### config.mk
export PLATFORM = sky130hd
export DESIGN_NAME = sram_accum_host_flat
export DESIGN_NICKNAME = d
export VERILOG_FILES = /design/src/rtl/sram_accum_host_if.sv /design/src/rtl/sram_accum_host.sv /design/src/flat_wrapper.sv
export SDC_FILE = /design/constraint.sdc
export NUM_CORES = 1
export LEC_CHECK = 0
export BUFFER_PORTS_ARGS = -buffer_cell sky130_fd_sc_hd__buf_2
export CAP_MARGIN = 25
export CELL_PAD_IN_SITES_DETAIL_PLACEMENT = 1
export CELL_PAD_IN_SITES_GLOBAL_PLACEMENT = 2
export CORE_ASPECT_RATIO = 1.75
export CORE_MARGIN = 4
export CORE_UTILIZATION = 33
export CTS_CLUSTER_SIZE = 16
export DETAILED_ROUTE_END_ITERATION = 8
export PLACE_DENSITY = 0.94
export SLEW_MARGIN = 25
export SYNTH_ARGS = -nofsm -noshare
export SYNTH_HDL_FRONTEND = slang
export SYNTH_SLANG_ARGS = --single-unit
### constraint.sdc
create_clock -name clk -period 5.5 [get_ports clk]
set_input_delay 0.825 -clock clk [delete_from_list [all_inputs] [get_ports clk]]
set_output_delay 0.825 -clock clk [all_outputs]
set_load 0.01 [all_outputs]
### src/rtl/sram_accum_host_if.sv
// Command, payload, accumulator-handshake, SRAM and result signals of sram_accum_host.
// master is the host block itself; slave is its environment.
interface sram_accum_host_if;
    logic        cmd_valid;
    logic [15:0] cmd_len;
    logic        cmd_ready;
    logic        in_valid;
    logic [31:0] in_data;
    logic        in_ready;
    logic        dut_valid;
    logic        dut_ready;
    logic        sram_grant_dut;
    logic        sram_write_enable;
    logic [15:0] sram_write_address;
    logic [31:0] sram_write_data;
    logic [15:0] sram_read_address;
    logic [31:0] sram_read_data;
    logic        res_valid;
    logic [31:0] res_data;
    logic        res_err;
    logic        res_ready;

    modport master (
        input  cmd_valid, cmd_len, in_valid, in_data, dut_ready, sram_read_data, res_ready,
        output cmd_ready, in_ready, dut_valid, sram_grant_dut, sram_write_enable,
               sram_write_address, sram_write_data, sram_read_address,
               res_valid, res_data, res_err
    );

    modport slave (
        output cmd_valid, cmd_len, in_valid, in_data, dut_ready, sram_read_data, res_ready,
        input  cmd_ready, in_ready, dut_valid, sram_grant_dut, sram_write_enable,
               sram_write_address, sram_write_data, sram_read_address,
               res_valid, res_data, res_err
    );
endinterface

### src/rtl/sram_accum_host.sv
// Host initiator for the SRAM float accumulator: loads header and payload into SRAM,
// kicks the accumulator, then reads the sum back from address N+1.
module sram_accum_host #(
    parameter int unsigned MAX_LEN = 32'd65534
) (
    input logic               clk,
    input logic               reset,
    sram_accum_host_if.master bus
);

    typedef enum logic [3:0] {
        StIdle,
        StWrHdr,
        StWrData,
        StStart,
        StWaitBusy,
        StWaitDone,
        StRdAddr,
        StRdData,
        StResult
    } state_e;

    state_e      state_q;
    logic [15:0] n_q;
    logic [15:0] k_q;
    logic        cmd_len_ok;
    logic        n_zero;
    logic        n_over;

    always_comb begin
        cmd_len_ok = (bus.cmd_len != 16'd0) && (32'(bus.cmd_len) <= MAX_LEN);
        n_zero     = (n_q == 16'd0);
        n_over     = (32'(n_q) > MAX_LEN);
    end

    always_ff @(posedge clk) begin
        if (reset) begin
            state_q                <= StIdle;
            n_q                    <= '0;
            k_q                    <= '0;
            bus.cmd_ready          <= 1'b0;
            bus.in_ready           <= 1'b0;
            bus.dut_valid          <= 1'b0;
            bus.sram_grant_dut     <= 1'b0;
            bus.sram_write_enable  <= 1'b0;
            bus.sram_write_address <= '0;
            bus.sram_write_data    <= '0;
            bus.sram_read_address  <= '0;
            bus.res_valid          <= 1'b0;
            bus.res_data           <= '0;
            bus.res_err            <= 1'b0;
        end else begin
            bus.sram_write_enable <= 1'b0;
            unique case (state_q)
                StIdle: begin
                    bus.cmd_ready <= 1'b1;
                    if (bus.cmd_valid && bus.cmd_ready) begin
                        bus.cmd_ready <= 1'b0;
                        n_q           <= bus.cmd_len;
                        k_q           <= 16'd1;
                        state_q       <= StWrHdr;
                        // Header write and first payload slot open on the cycle after the command.
                        if (cmd_len_ok) begin
                            bus.sram_write_enable  <= 1'b1;
                            bus.sram_write_address <= '0;
                            bus.sram_write_data    <= {16'h0, bus.cmd_len};
                            bus.in_ready           <= 1'b1;
                        end
                    end
                end
                StWrHdr, StWrData: begin
                    if (n_zero || n_over) begin
                        bus.res_valid <= 1'b1;
                        bus.res_data  <= n_zero ? 32'h0000_0000 : 32'h7FC0_0000;
                        bus.res_err   <= n_over;
                        state_q       <= StResult;
                    end else if (bus.in_ready) begin
                        state_q <= StWrData;
                        if (bus.in_valid) begin
                            bus.sram_write_enable  <= 1'b1;
                            bus.sram_write_address <= k_q;
                            bus.sram_write_data    <= bus.in_data;
                            k_q                    <= k_q + 16'd1;
                            if (k_q == n_q) begin
                                bus.in_ready <= 1'b0;
                            end
                        end
                    end else begin
                        // Last payload write has landed; hand the SRAM over.
                        bus.sram_grant_dut <= 1'b1;
                        bus.dut_valid      <= 1'b1;
                        state_q            <= StStart;
                    end
                end
                StStart: begin
                    if (bus.dut_ready) begin
                        bus.dut_valid <= 1'b0;
                        state_q       <= StWaitBusy;
                    end
                end
                StWaitBusy: begin
                    if (!bus.dut_ready) begin
                        state_q <= StWaitDone;
                    end
                end
                StWaitDone: begin
                    if (bus.dut_ready) begin
                        bus.sram_grant_dut    <= 1'b0;
                        bus.sram_read_address <= n_q + 16'd1;
                        state_q               <= StRdAddr;
                    end
                end
                StRdAddr: begin
                    state_q <= StRdData;
                end
                StRdData: begin
                    bus.res_data  <= bus.sram_read_data;
                    bus.res_err   <= 1'b0;
                    bus.res_valid <= 1'b1;
                    state_q       <= StResult;
                end
                StResult: begin
                    if (bus.res_ready) begin
                        bus.res_valid <= 1'b0;
                        bus.cmd_ready <= 1'b1;
                        state_q       <= StIdle;
                    end
                end
                default: state_q <= StIdle;
            endcase
        end
    end

endmodule

### src/flat_wrapper.sv
// flat-port wrapper written by rule: the top's interface ports become plain ports
module sram_accum_host_flat 
#(
    parameter int unsigned MAX_LEN = 32'd65534
)
  (clk, reset, bus_cmd_valid, bus_cmd_len, bus_in_valid, bus_in_data, bus_dut_ready, bus_sram_read_data, bus_res_ready, bus_cmd_ready, bus_in_ready, bus_dut_valid, bus_sram_grant_dut, bus_sram_write_enable, bus_sram_write_address, bus_sram_write_data, bus_sram_read_address, bus_res_valid, bus_res_data, bus_res_err);
  sram_accum_host_if bus_i ();
  input logic clk;
  input logic reset;
  input wire logic [$bits(bus_i.cmd_valid)-1:0] bus_cmd_valid;
  input wire logic [$bits(bus_i.cmd_len)-1:0] bus_cmd_len;
  input wire logic [$bits(bus_i.in_valid)-1:0] bus_in_valid;
  input wire logic [$bits(bus_i.in_data)-1:0] bus_in_data;
  input wire logic [$bits(bus_i.dut_ready)-1:0] bus_dut_ready;
  input wire logic [$bits(bus_i.sram_read_data)-1:0] bus_sram_read_data;
  input wire logic [$bits(bus_i.res_ready)-1:0] bus_res_ready;
  output wire logic [$bits(bus_i.cmd_ready)-1:0] bus_cmd_ready;
  output wire logic [$bits(bus_i.in_ready)-1:0] bus_in_ready;
  output wire logic [$bits(bus_i.dut_valid)-1:0] bus_dut_valid;
  output wire logic [$bits(bus_i.sram_grant_dut)-1:0] bus_sram_grant_dut;
  output wire logic [$bits(bus_i.sram_write_enable)-1:0] bus_sram_write_enable;
  output wire logic [$bits(bus_i.sram_write_address)-1:0] bus_sram_write_address;
  output wire logic [$bits(bus_i.sram_write_data)-1:0] bus_sram_write_data;
  output wire logic [$bits(bus_i.sram_read_address)-1:0] bus_sram_read_address;
  output wire logic [$bits(bus_i.res_valid)-1:0] bus_res_valid;
  output wire logic [$bits(bus_i.res_data)-1:0] bus_res_data;
  output wire logic [$bits(bus_i.res_err)-1:0] bus_res_err;
  assign bus_i.cmd_valid = bus_cmd_valid;
  assign bus_i.cmd_len = bus_cmd_len;
  assign bus_i.in_valid = bus_in_valid;
  assign bus_i.in_data = bus_in_data;
  assign bus_i.dut_ready = bus_dut_ready;
  assign bus_i.sram_read_data = bus_sram_read_data;
  assign bus_i.res_ready = bus_res_ready;
  assign bus_cmd_ready = bus_i.cmd_ready;
  assign bus_in_ready = bus_i.in_ready;
  assign bus_dut_valid = bus_i.dut_valid;
  assign bus_sram_grant_dut = bus_i.sram_grant_dut;
  assign bus_sram_write_enable = bus_i.sram_write_enable;
  assign bus_sram_write_address = bus_i.sram_write_address;
  assign bus_sram_write_data = bus_i.sram_write_data;
  assign bus_sram_read_address = bus_i.sram_read_address;
  assign bus_res_valid = bus_i.res_valid;
  assign bus_res_data = bus_i.res_data;
  assign bus_res_err = bus_i.res_err;
  sram_accum_host #(.MAX_LEN(MAX_LEN)) u_core (.clk(clk), .reset(reset), .bus(bus_i));
endmodule
==> results of run 1 <==
==> registers in the layout (all words and copies together) (netlist names) <==
| name | flops |
|---|---|
| u_core.bus.cmd_ready | 1 |
| u_core.n_q | 16 |
| u_core.bus.dut_valid | 1 |
| u_core.bus.sram_write_address | 16 |
| u_core.bus.res_data | 32 |
| u_core.bus.sram_write_data | 32 |
| u_core.state_q | 4 |
| u_core.bus.sram_read_address | 16 |
| u_core.k_q | 16 |
| u_core.bus.in_ready | 1 |
| u_core.bus.sram_write_enable | 1 |
| u_core.bus.res_valid | 1 |
| u_core.bus.res_err | 1 |
| u_core.bus.sram_grant_dut | 1 |
==> placed cells by master, fill, tap and decap left out, drive strengths merged, types with 18 or more instances in the layout <==
| master | instances |
|---|---|
| a41o | 20 |
| mux2i | 19 |
| nand2 | 94 |
| a31oi | 19 |
| clkbuf | 21 |
| o311a | 21 |
| dfxtp | 139 |
| nor3 | 18 |
| buf | 201 |
| a211oi | 19 |
| a21oi | 47 |
| nand3 | 41 |
| nor2 | 57 |
==> per-stage QoR <==
stage / instances / power, µW
after floorplan: 763 / 1980
after global placement: 1128 / 2360
after detailed placement: 1129 / 2390
after CTS: 1161 / 3610
after global routing: 1161 / 3770
final: 1161 / 3580
==> kinds of logic after synthesis <==
family / count (synthesis) / share of synthesized area [%]
AO/OA/AOI/OAI: 197 / 22.2
XOR/XNOR: 32 / 4.24
adder cells (fa/ha/maj): 4 / 0.757
buffers and inverters: 90 / 6.36
flip-flops: 139 / 42.1
multiplexers: 25 / 3.90
AND/OR/NAND/NOR: 276 / 20.4
==> path summary, 6_finish.rpt <==
path                                     startpoint                                end  slack (ns)
setup reg to reg                  u_core.state_q[3]  u_core.bus.sram_write_address[14]        2.79
hold reg to reg   u_core.bus.sram_write_address[12]  u_core.bus.sram_write_address[12]        0.46
setup / recovery                  u_core.state_q[3]  u_core.bus.sram_write_address[14]        2.79
hold / removal    u_core.bus.sram_write_address[12]  u_core.bus.sram_write_address[12]        0.46
==> per-layer routing <==
metal	vias to the layer above	track usage (%)	share of wire, %
met5	-	0	0
met4	0	11.3	4.5
met3	54	4.62	5.2
met2	197	37.2	55
met1	3211	22.6	36
li1	3116	-	-
==> power by group <==
group | switching [µW] | internal [µW] | leakage, µW
sequential | 152 | 1120 | 0.00112
combinational | 714 | 379 | 0.00202
clock | 452 | 759 | 0.000301
total | 1320 | 2260 | 0.00344
==> critical path, delay by kind of cell, from the launching register on <==
family	cells	cell delay (ns)
simple gates	3	0.82
mux	1	0.34
buf+inv	2	0.63
flops	1	0.62
compound gates	1	0.17
==> area by class of cell <==
| class | instances | area (µm²) |
|---|---|---|
| clock inverter | 11 | 141 |
| fill | 2379 | 11500 |
| clock buffer | 21 | 480 |
| multi-input combinational | 534 | 3430 |
| sequential | 139 | 2780 |
| timing repair buffer | 201 | 1050 |
| tap | 245 | 307 |
| inverter | 10 | 37.5 |
==> flow_summary.rst, run 1 <==
.. list-table::
   :header-rows: 1

   * - Metric
     - Value
   * - Outcome
     - completed
   * - Post-route setup TNS
     - 0 ns
   * - Avg Cell Area, Syn
     - 8.66 µm²
   * - Maximum single-stage delay on the critical path
     - about 0.62 ns
   * - Number of nets in the finished design
     - ~990
   * - Arrival @ worst endpoint
     - 3.02 ns
   * - Number of buffer cells added on primary ports
     - 188
   * - Largest clock skew in the final design
     - 0.00633 ns
   * - TritonCTS clock tree
     - built
   * - Number of distinct library cells after synthesis
     - 58
   * - Final worst setup slack
     - ~2.8 ns
   * - Buffer depth of the longest clock path
     - 2
   * - Worst relative slew slack
     - a little over a third
   * - Sequential share of the synthesized area
     - a little over two fifths
   * - Period utilization
     - 49.3%
   * - Die area
     - 22,500 µm²
   * - VDD IR-drop max
     - ~0.25 mV
   * - Core area
     - between 15,000 and 20,000 µm²
   * - Global router's overall resource usage
     - approximately a fifth
   * - Growth of design area from synthesis to finish
     - 24.6%
   * - Synth Warn #
     - 0
   * - Top cells by area, synth
     - sky130_fd_sc_hd__dfxtp_1 42%, sky130_fd_sc_hd__nand2_1 5.3%, sky130_fd_sc_hd__a21oi_1 3.6%
   * - Number of antenna repair diodes
     - 0
   * - Pre-antenna DRT Iters
     - 4
   * - DRC violations left
     - 0
   * - Remaining number of nets flagged by the antenna check after routing
     - 0
   * - RSZ-0062 raised after global routing
     - false
   * - Number of max-slew violations in the final report
     - 0
   * - Startpoint types
     - flop
   * - Detailed placement HPWL
     - about 17,000 µm
   * - IO Count
     - 189
   * - Reported max-cap violation count
     - 0
   * - CP Capture Type
     - flop
   * - Cell chain of the critical path
     - nor2_1, nand2_1, buf_4, o21ai_2, nor3_4, buf_8, mux2_2
   * - Largest area contributor in the netlist
     - sky130_fd_sc_hd__dfxtp_1
   * - Worst Setup Slack post-DPL
     - ~2.6 ns
   * - Synthesized flop and latch total
     - approximately 140
   * - Worst Reg-to-Reg Cells
     - 7
   * - Post-layout utilization of the core
     - a little over two fifths
   * - Number of vias per cell
     - 5.67
   * - Avg WL per Cell
     - between 20 and 25 µm
   * - GR Overflow Total
     - 0
   * - Number of antenna violations at the first check in global routing
     - 0
   * - Hold Vio Cnt, Final
     - 0
   * - Async set-or-reset flop fraction in the synthesized netlist
     - 0%
   * - Library cell contributing the largest single delay on the critical path
     - sky130_fd_sc_hd__dfxtp_1
   * - Height of the die
     - 195 µm
   * - Number of synthesized flops with an enable pin
     - 0
   * - Sum of routed wire length over all layers
     - approximately 24,000 µm
   * - Final RePlAce weighted congestion
     - ~0.8
   * - CTS Hold Buffers Added
     - 0
   * - Share of cells above drive strength 1
     - 27.5%
   * - Hold path cells
     - 2
   * - CTS buffer count
     - 17
   * - Die outline width
     - approximately 110 µm
   * - Number of buffers inserted by post-CTS setup repair
     - 0
   * - Transition time at the pin with the least slew margin
     - roughly 1 ns
   * - Main synth FF type
     - sky130_fd_sc_hd__dfxtp_1
   * - Root Buffer
     - sky130_fd_sc_hd__clkbuf_16
   * - Sink Count
     - roughly 140
   * - Fmax
     - 0.369 GHz
   * - Worst-path fanout max
     - 38
   * - Vias in the first global route
     - roughly 6,800
   * - Synth cell count leaders
     - 139 x sky130_fd_sc_hd__dfxtp_1, 94 x sky130_fd_sc_hd__nand2_1, 57 x sky130_fd_sc_hd__nor2_1
   * - Classification of the worst setup path
     - flop to flop
   * - Instance count of the mapped netlist
     - roughly 760
   * - Cell Area, Synth
     - roughly 6600 µm²
   * - Endpoints failing setup
     - 0
   * - Yosys top cell area share
     - ~42%
   * - Largest net degree at the start of global routing
     - 99
   * - Number of placement rows
     - just under 70
   * - Clock slew at reported path FFs
     - 0.06 ns
   * - Worst Hold Class
     - flop to flop
   * - Post-route standard cell area excluding fillers
     - between 8000 and 9000 µm²
   * - Power density over cell area
     - approximately 430 nW/µm²
   * - Mapped Nets
     - 853
   * - Minimum period implied by the final worst setup slack
     - between 2 and 3 ns
   * - H-tree depth
     - 4
   * - Gates resized, CTS repair
     - 0
   * - DR vias
     - 6,578
   * - Required arrival time at the worst endpoint
     - roughly 5.8 ns
   * - Hold slack final
     - about 0.46 ns
   * - Most used standard cell by instance count after synthesis
     - sky130_fd_sc_hd__dfxtp_1
   * - Global-route wire length before repair
     - 37,000 µm
   * - Violation count after the first detailed-routing iteration
     - 327
   * - Total leakage power
     - between 0.003 and 0.004 µW
   * - Effective utilization at floorplan
     - about a third
   * - Clock insertion delay at the later pin of the skew report
     - between 0.4 and 0.5 ns
   * - Instance area at placement
     - about 7600 µm²
Power figures use the tool's default switching activity.
==> inputs of run 2 (changes only) <==
CORE_UTILIZATION = 30   (was 33)
PLACE_DENSITY = 0.87   (was 0.94)
clock period = 2.7 ns   (was 5.5 ns; I/O delays follow)
==> flow_summary.rst, run 2 (same netlist as run 1, synthesis figures left out) <==
.. list-table::
   :header-rows: 1

   * - Metric
     - Value
   * - Reported max-cap violation count
     - 0
   * - H-tree depth
     - 4
   * - Minimum period implied by the final worst setup slack
     - ~2.5 ns
   * - Post-route setup TNS
     - 0 ns
   * - Global router's overall resource usage
     - roughly 20%
   * - Vias in the first global route
     - 6,864
   * - Worst Hold Class
     - input pin to flop
   * - Clock slew at reported path FFs
     - 0.06 ns
   * - Outcome
     - completed
   * - IO Count
     - about 190
   * - Number of vias per cell
     - roughly 5.4
   * - Gates resized, CTS repair
     - 0
   * - Sum of routed wire length over all layers
     - between 20,000 and 25,000 µm
   * - Share of cells above drive strength 1
     - about 30%
   * - Combined area of the multi-input logic cells
     - ~3400 µm²
   * - Remaining number of nets flagged by the antenna check after routing
     - 0
   * - Register Area
     - about 2800 µm²
   * - Critical path's most frequent cell
     - sky130_fd_sc_hd__buf_4
   * - Worst-path fanout max
     - 46
   * - Number of max-slew violations in the final report
     - 0
   * - TritonCTS clock tree
     - built
   * - Avg WL per Cell
     - about 20 µm
   * - Hold Vio Cnt, Final
     - 0
   * - Number of placement rows
     - 71
   * - Final worst setup slack
     - 0.183 ns
   * - Number of nets in the finished design
     - 1,029
   * - Required arrival time at the worst endpoint
     - approximately 3.0 ns
   * - Detailed placement HPWL
     - about 18,000 µm
   * - Maximum single-stage delay on the critical path
     - approximately 0.54 ns
   * - Number of antenna repair diodes
     - 0
   * - CTS Hold Buffers Added
     - 0
   * - DR vias
     - 6,705
   * - Largest net degree at the start of global routing
     - between 50 and 60
   * - Arrival @ worst endpoint
     - 2.84 ns
   * - Number of buffers inserted by post-CTS setup repair
     - 0
   * - Buffer depth of the longest clock path
     - 2
   * - Fmax
     - around 0.40 GHz
   * - Startpoint types
     - flop
   * - CTS buffer count
     - 17
   * - GR Overflow Total
     - 0
   * - Endpoints failing setup
     - 0
   * - CP Capture Type
     - flop
   * - Number of buffer cells added on primary ports
     - between 150 and 200
   * - Pre-antenna DRT Iters
     - 4
   * - Number of antenna violations at the first check in global routing
     - 0
   * - Die outline width
     - roughly 120 µm
   * - Growth of design area from synthesis to finish
     - 28.8%
   * - Period utilization
     - 93.2%
   * - Effective utilization at floorplan
     - slightly above 30%
   * - Cell chain of the critical path
     - buf_4, ha_1, or2_2, nor4_4, buf_4, nor3_1, a211oi_1
   * - Classification of the worst setup path
     - flop to flop
   * - Largest delay contributor family on the critical path
     - simple AND/OR/NAND/NOR gates
   * - Clock insertion delay at the later pin of the skew report
     - 0.42 ns
   * - Count of buffering cells on the critical path with inverters included
     - 2
   * - DRC violations left
     - 0
   * - Worst relative slew slack
     - between 50 and 60%
   * - Core area
     - approximately 22,000 µm²
   * - Height of the die
     - 204 µm
   * - Power density over cell area
     - approximately 860 nW/µm²
   * - Library cell contributing the largest single delay on the critical path
     - sky130_fd_sc_hd__buf_4
   * - Biggest registers after layout
     - u_core.bus.res_data: 32 flops, u_core.bus.sram_write_data: 32 flops
   * - Crit. path cell count
     - 7
   * - Sink Count
     - about 140
   * - Worst Reg-to-Reg Cells
     - 7
   * - Final RePlAce weighted congestion
     - between 0.8 and 0.9
   * - VDD IR-drop max
     - ~0.4 mV
   * - Worst Setup Slack post-DPL
     - 0.213 ns
   * - Transition time at the pin with the least slew margin
     - 0.626 ns
   * - Largest clock skew in the final design
     - 0.00942 ns
   * - Die area
     - 24,600 µm²
   * - Total leakage power
     - ~0.0036 µW
   * - Violation count after the first detailed-routing iteration
     - 335
   * - Global-route wire length before repair
     - 38,700 µm
   * - RSZ-0062 raised after global routing
     - false
   * - Most common cell after layout, fill and taps aside
     - sky130_fd_sc_hd__buf_2
   * - Root Buffer
     - sky130_fd_sc_hd__clkbuf_16
   * - Leading cell types in the layout, fill and taps excluded
     - 187 x sky130_fd_sc_hd__buf_2, 139 x sky130_fd_sc_hd__dfxtp_1, 94 x sky130_fd_sc_hd__nand2_1, 57 x sky130_fd_sc_hd__nor2_1
   * - Hold path cells
     - 2
   * - Layout fillers
     - about 2,600
-- run 2: changes by cell type in the layout (fill, tap and decap cells not counted), sizes merged --
cell / before / now
buf: 201 / 237
bufinv: 3 / 1
clkbuf: 21 / 20
clkinv: 6 / 5
clkinvlp: 3 / 5
inv: 9 / 10
-- run 2: final timing paths --
kind / slack [ns] / to / start
setup / recovery: 0.18 / u_core.k_q[0] / u_core.n_q[1]
hold / removal: 0.22 / u_core.bus.sram_write_data[30] / bus_in_data[30]
setup reg to reg: 0.18 / u_core.k_q[0] / u_core.n_q[1]
hold reg to reg: 0.46 / u_core.bus.sram_write_address[12] / u_core.bus.sram_write_address[12]
-- run 2: through the flow --
| step | std cells | hold WS (ns) | total power [µW] | area [µm²] | utilization [%] |
|---|---|---|---|---|---|
| after floorplan | 763 | 0.479 | 4030 | 6610 | - |
| after global placement | 1210 | 0.449 | 5050 | 7920 | 36.7 |
| after detailed placement | 1212 | 0.451 | 5150 | 7950 | 36.8 |
| after CTS | 1243 | 0.193 | 7420 | 8510 | 39.4 |
| after global routing | 1243 | 0.210 | 7720 | 8510 | 39.4 |
| final | 1243 | 0.219 | 7330 | 8510 | 39.4 |
-- run 2: layer usage --
layer  track usage, %  up-vias  part of all wire [%]
met2             37.9      175                    55
met5                0        -                     0
met4             9.00        0                   3.4
li1                 -     3186                     -
met1             21.4     3295                    38
met3             3.24       49                   3.6
-- run 2: area by class of cell --
type,instances,share of cell area (%)
Multi-Input combinational cell,534,40.3
Sequential cell,139,32.7
Clock buffer,20,5.48
Timing Repair Buffer,237,15.7
Tap cell,292,4.29
Inverter,10,0.441
Clock inverter,11,1.13
-- run 2: power breakdown --
| group | internal (µW) | switching, µW | total [µW] |
|---|---|---|---|
| clock | 1330 | 906 | 2230 |
| sequential | 2280 | 219 | 2500 |
| combinational | 945 | 1640 | 2590 |
==> inputs of run 3 (changes only) <==
CELL_PAD_IN_SITES_DETAIL_PLACEMENT = 0   (was 1)
==> flow_summary.rst, run 3 (same netlist as run 1, synthesis figures left out) <==
.. list-table::
   :header-rows: 1

   * - Metric
     - Value
   * - Die outline width
     - roughly 120 µm
   * - Remaining number of nets flagged by the antenna check after routing
     - 0
   * - Register Area
     - about 2800 µm²
   * - Reg-to-reg endpoint
     - u_core.k_q[0]
   * - Buffer depth of the longest clock path
     - 2
   * - Number of buffer cells added on primary ports
     - around 190
   * - Number of vias per cell
     - 5.31
   * - TritonCTS clock tree
     - built
   * - Hold slack final
     - 0.216 ns
   * - Combined area of the multi-input logic cells
     - roughly 3400 µm²
   * - Required arrival time at the worst endpoint
     - roughly 3.0 ns
   * - Layout fillers
     - approximately 2,300
   * - Post-layout utilization of the core
     - 39.7%
   * - Leading cell types in the layout, fill and taps excluded
     - 187 x sky130_fd_sc_hd__buf_2, 139 x sky130_fd_sc_hd__dfxtp_1, 94 x sky130_fd_sc_hd__nand2_1, 57 x sky130_fd_sc_hd__nor2_1
   * - Pre-antenna DRT Iters
     - 5
   * - Reg-to-Reg Start
     - u_core.n_q[1]
   * - Instance area at placement
     - between 7000 and 8000 µm²
   * - Detailed placement HPWL
     - 17,100 µm
   * - Largest delay contributor family on the critical path
     - simple AND/OR/NAND/NOR gates
   * - Die area
     - around 25,000 µm²
   * - Cell chain of the critical path
     - buf_4, ha_1, or2_2, nor4_4, buf_4, nor3_1, a211oi_1
   * - Launch instance of the worst min-delay path
     - bus_in_data[28]
   * - Total leakage power
     - around 0.0036 µW
   * - Hold path cells
     - 2
   * - Worst relative slew slack
     - 59.0%
   * - Transition time at the pin with the least slew margin
     - between 0.6 and 0.7 ns
   * - Hold Vio Cnt, Final
     - 0
   * - Sink Count
     - 139
   * - RSZ-0062 raised after global routing
     - false
   * - Number of buffers inserted by post-CTS setup repair
     - 0
   * - Startpoint types
     - flop
   * - Sum of routed wire length over all layers
     - ~24,000 µm
   * - VDD IR-drop max
     - around 0.51 mV
   * - Global router's overall resource usage
     - 18.9%
   * - Min-Delay Endpoint
     - u_core.bus.sram_write_data[28]
   * - H-tree depth
     - 4
   * - CTS buffer count
     - 17
   * - Effective utilization at floorplan
     - a little under a third
   * - Largest clock skew in the final design
     - 0.00879 ns
   * - Core area
     - roughly 22,000 µm²
   * - Internal reg-to-reg setup slack
     - 0.23 ns
   * - Number of max-slew violations in the final report
     - 0
   * - Worst Reg-to-Reg Cells
     - 7
   * - Clock insertion delay at the later pin of the skew report
     - 0.42 ns
   * - DRC violations left
     - 0
   * - Reported max-cap violation count
     - 0
   * - Number of nets in the finished design
     - slightly above 1,000
   * - GR Overflow Total
     - 0
   * - CP Capture Type
     - flop
   * - Number of antenna violations at the first check in global routing
     - 0
   * - DR vias
     - 6,605
   * - M3 GR Usage
     - ~3.4%
   * - Vias in the first global route
     - 6,386
   * - Number of placement rows
     - 71
   * - Fmax
     - ~0.40 GHz
   * - Worst Hold Class
     - input pin to flop
   * - Endpoints failing setup
     - 0
   * - Largest net degree at the start of global routing
     - between 50 and 60
   * - Share of cells above drive strength 1
     - between 20 and 30%
   * - Number of antenna repair diodes
     - 0
   * - Clock slew at reported path FFs
     - around 0.060 ns
   * - Critical path's most frequent cell
     - sky130_fd_sc_hd__buf_4
   * - Minimum period implied by the final worst setup slack
     - about 2.5 ns
   * - Arrival @ worst endpoint
     - approximately 2.8 ns
   * - Gr busiest metal
     - met2
   * - Final RePlAce weighted congestion
     - around 0.88
   * - Global-route met2 utilization
     - between 30% and 40%
   * - Root Buffer
     - sky130_fd_sc_hd__clkbuf_16
   * - Post-route standard cell area excluding fillers
     - 8560 µm²
   * - Library cell contributing the largest single delay on the critical path
     - sky130_fd_sc_hd__buf_4
   * - Growth of design area from synthesis to finish
     - 29.5%
   * - Worst-path fanout max
     - 46
   * - IO Count
     - ~190
   * - Maximum single-stage delay on the critical path
     - around 0.53 ns
   * - Period utilization
     - roughly nine tenths
   * - Avg WL per Cell
     - ~19 µm
   * - CTS Hold Buffers Added
     - 0
   * - Gates resized, CTS repair
     - 0
   * - Biggest registers after layout
     - u_core.bus.res_data: 32 flops, u_core.bus.sram_write_data: 32 flops
   * - Most common cell after layout, fill and taps aside
     - sky130_fd_sc_hd__buf_2
   * - Outcome
     - completed
   * - Global-route wire length before repair
     - 36,200 µm
   * - Post-route total power
     - 7450 µW
   * - Height of the die
     - between 200 and 250 µm
   * - Global-route met1 utilization
     - 21.2%
   * - Violation count after the first detailed-routing iteration
     - around 370
   * - Crit. path cell count
     - 7
   * - Power density over cell area
     - ~870 nW/µm²
   * - Count of buffering cells on the critical path with inverters included
     - 2
   * - Classification of the worst setup path
     - flop to flop
==> run 3: cell count changes in the layout (fill, tap and decap cells not counted), sizes merged <==
cell,change
clkinv,+1
clkbuf,+1
clkinvlp,-3
bufinv,+2
==> run 3: per-layer routing <==
metal  vias to the layer above  wire, µm
li1                       3183         -
met1                      3161      8970
met2                       224     12900
met3                        37      1100
met4                         0       716
met5                         -         0
==> run 3: worst max-delay path by stage <==
stage,start,endpoint,slack [ns]
after global routing,u_core.n_q[3],u_core.k_q[0],0.05
final,u_core.n_q[1],u_core.k_q[0],0.23
after global placement,u_core.state_q[2],u_core.bus.sram_write_address[9],-0.05
after CTS,u_core.n_q[1],u_core.k_q[0],0.23
after floorplan,u_core.n_q[0],u_core.bus.sram_write_data[4],0.55
after detailed placement,u_core.n_q[1],u_core.k_q[9],0.26
==> run 3: worst reg2reg max path, delay by kind of cell, from the launching register on <==
kind / cells / cell delay, ns
adder cells (fa/ha/maj): 1 / 0.19
AND/OR/NAND/NOR: 3 / 0.90
flip-flops: 1 / 0.31
AO/OA/AOI/OAI: 1 / 0.29
buffers and inverters: 2 / 0.69
==> run 3: per-stage QoR <==
stage | setup slack [ns] | TNS [ns] | std cells
after CTS | 0.233 | 0 | 1244
after global placement | -0.0531 | -0.604 | 1210
after floorplan | 0.552 | 0 | 763
after global routing | 0.0513 | 0 | 1244
final | 0.225 | 0 | 1244
after detailed placement | 0.257 | 0 | 1212
==> run 3: area by class of cell <==
cell class / count / area share, %
clock buffer: 21 / 5.49
clock inverter: 11 / 1.67
inverter: 10 / 0.438
multi-input combinational: 534 / 40.0
sequential: 139 / 32.5
tap: 292 / 4.27
timing repair buffer: 237 / 15.6
==> run 3: report_power, final <==
group,internal (µW),leakage (µW),total (µW),switching (µW)
Combinational,945,0.00221,2540,1600
Sequential,2280,0.00112,2490,209
Clock,1520,0.000299,2420,898
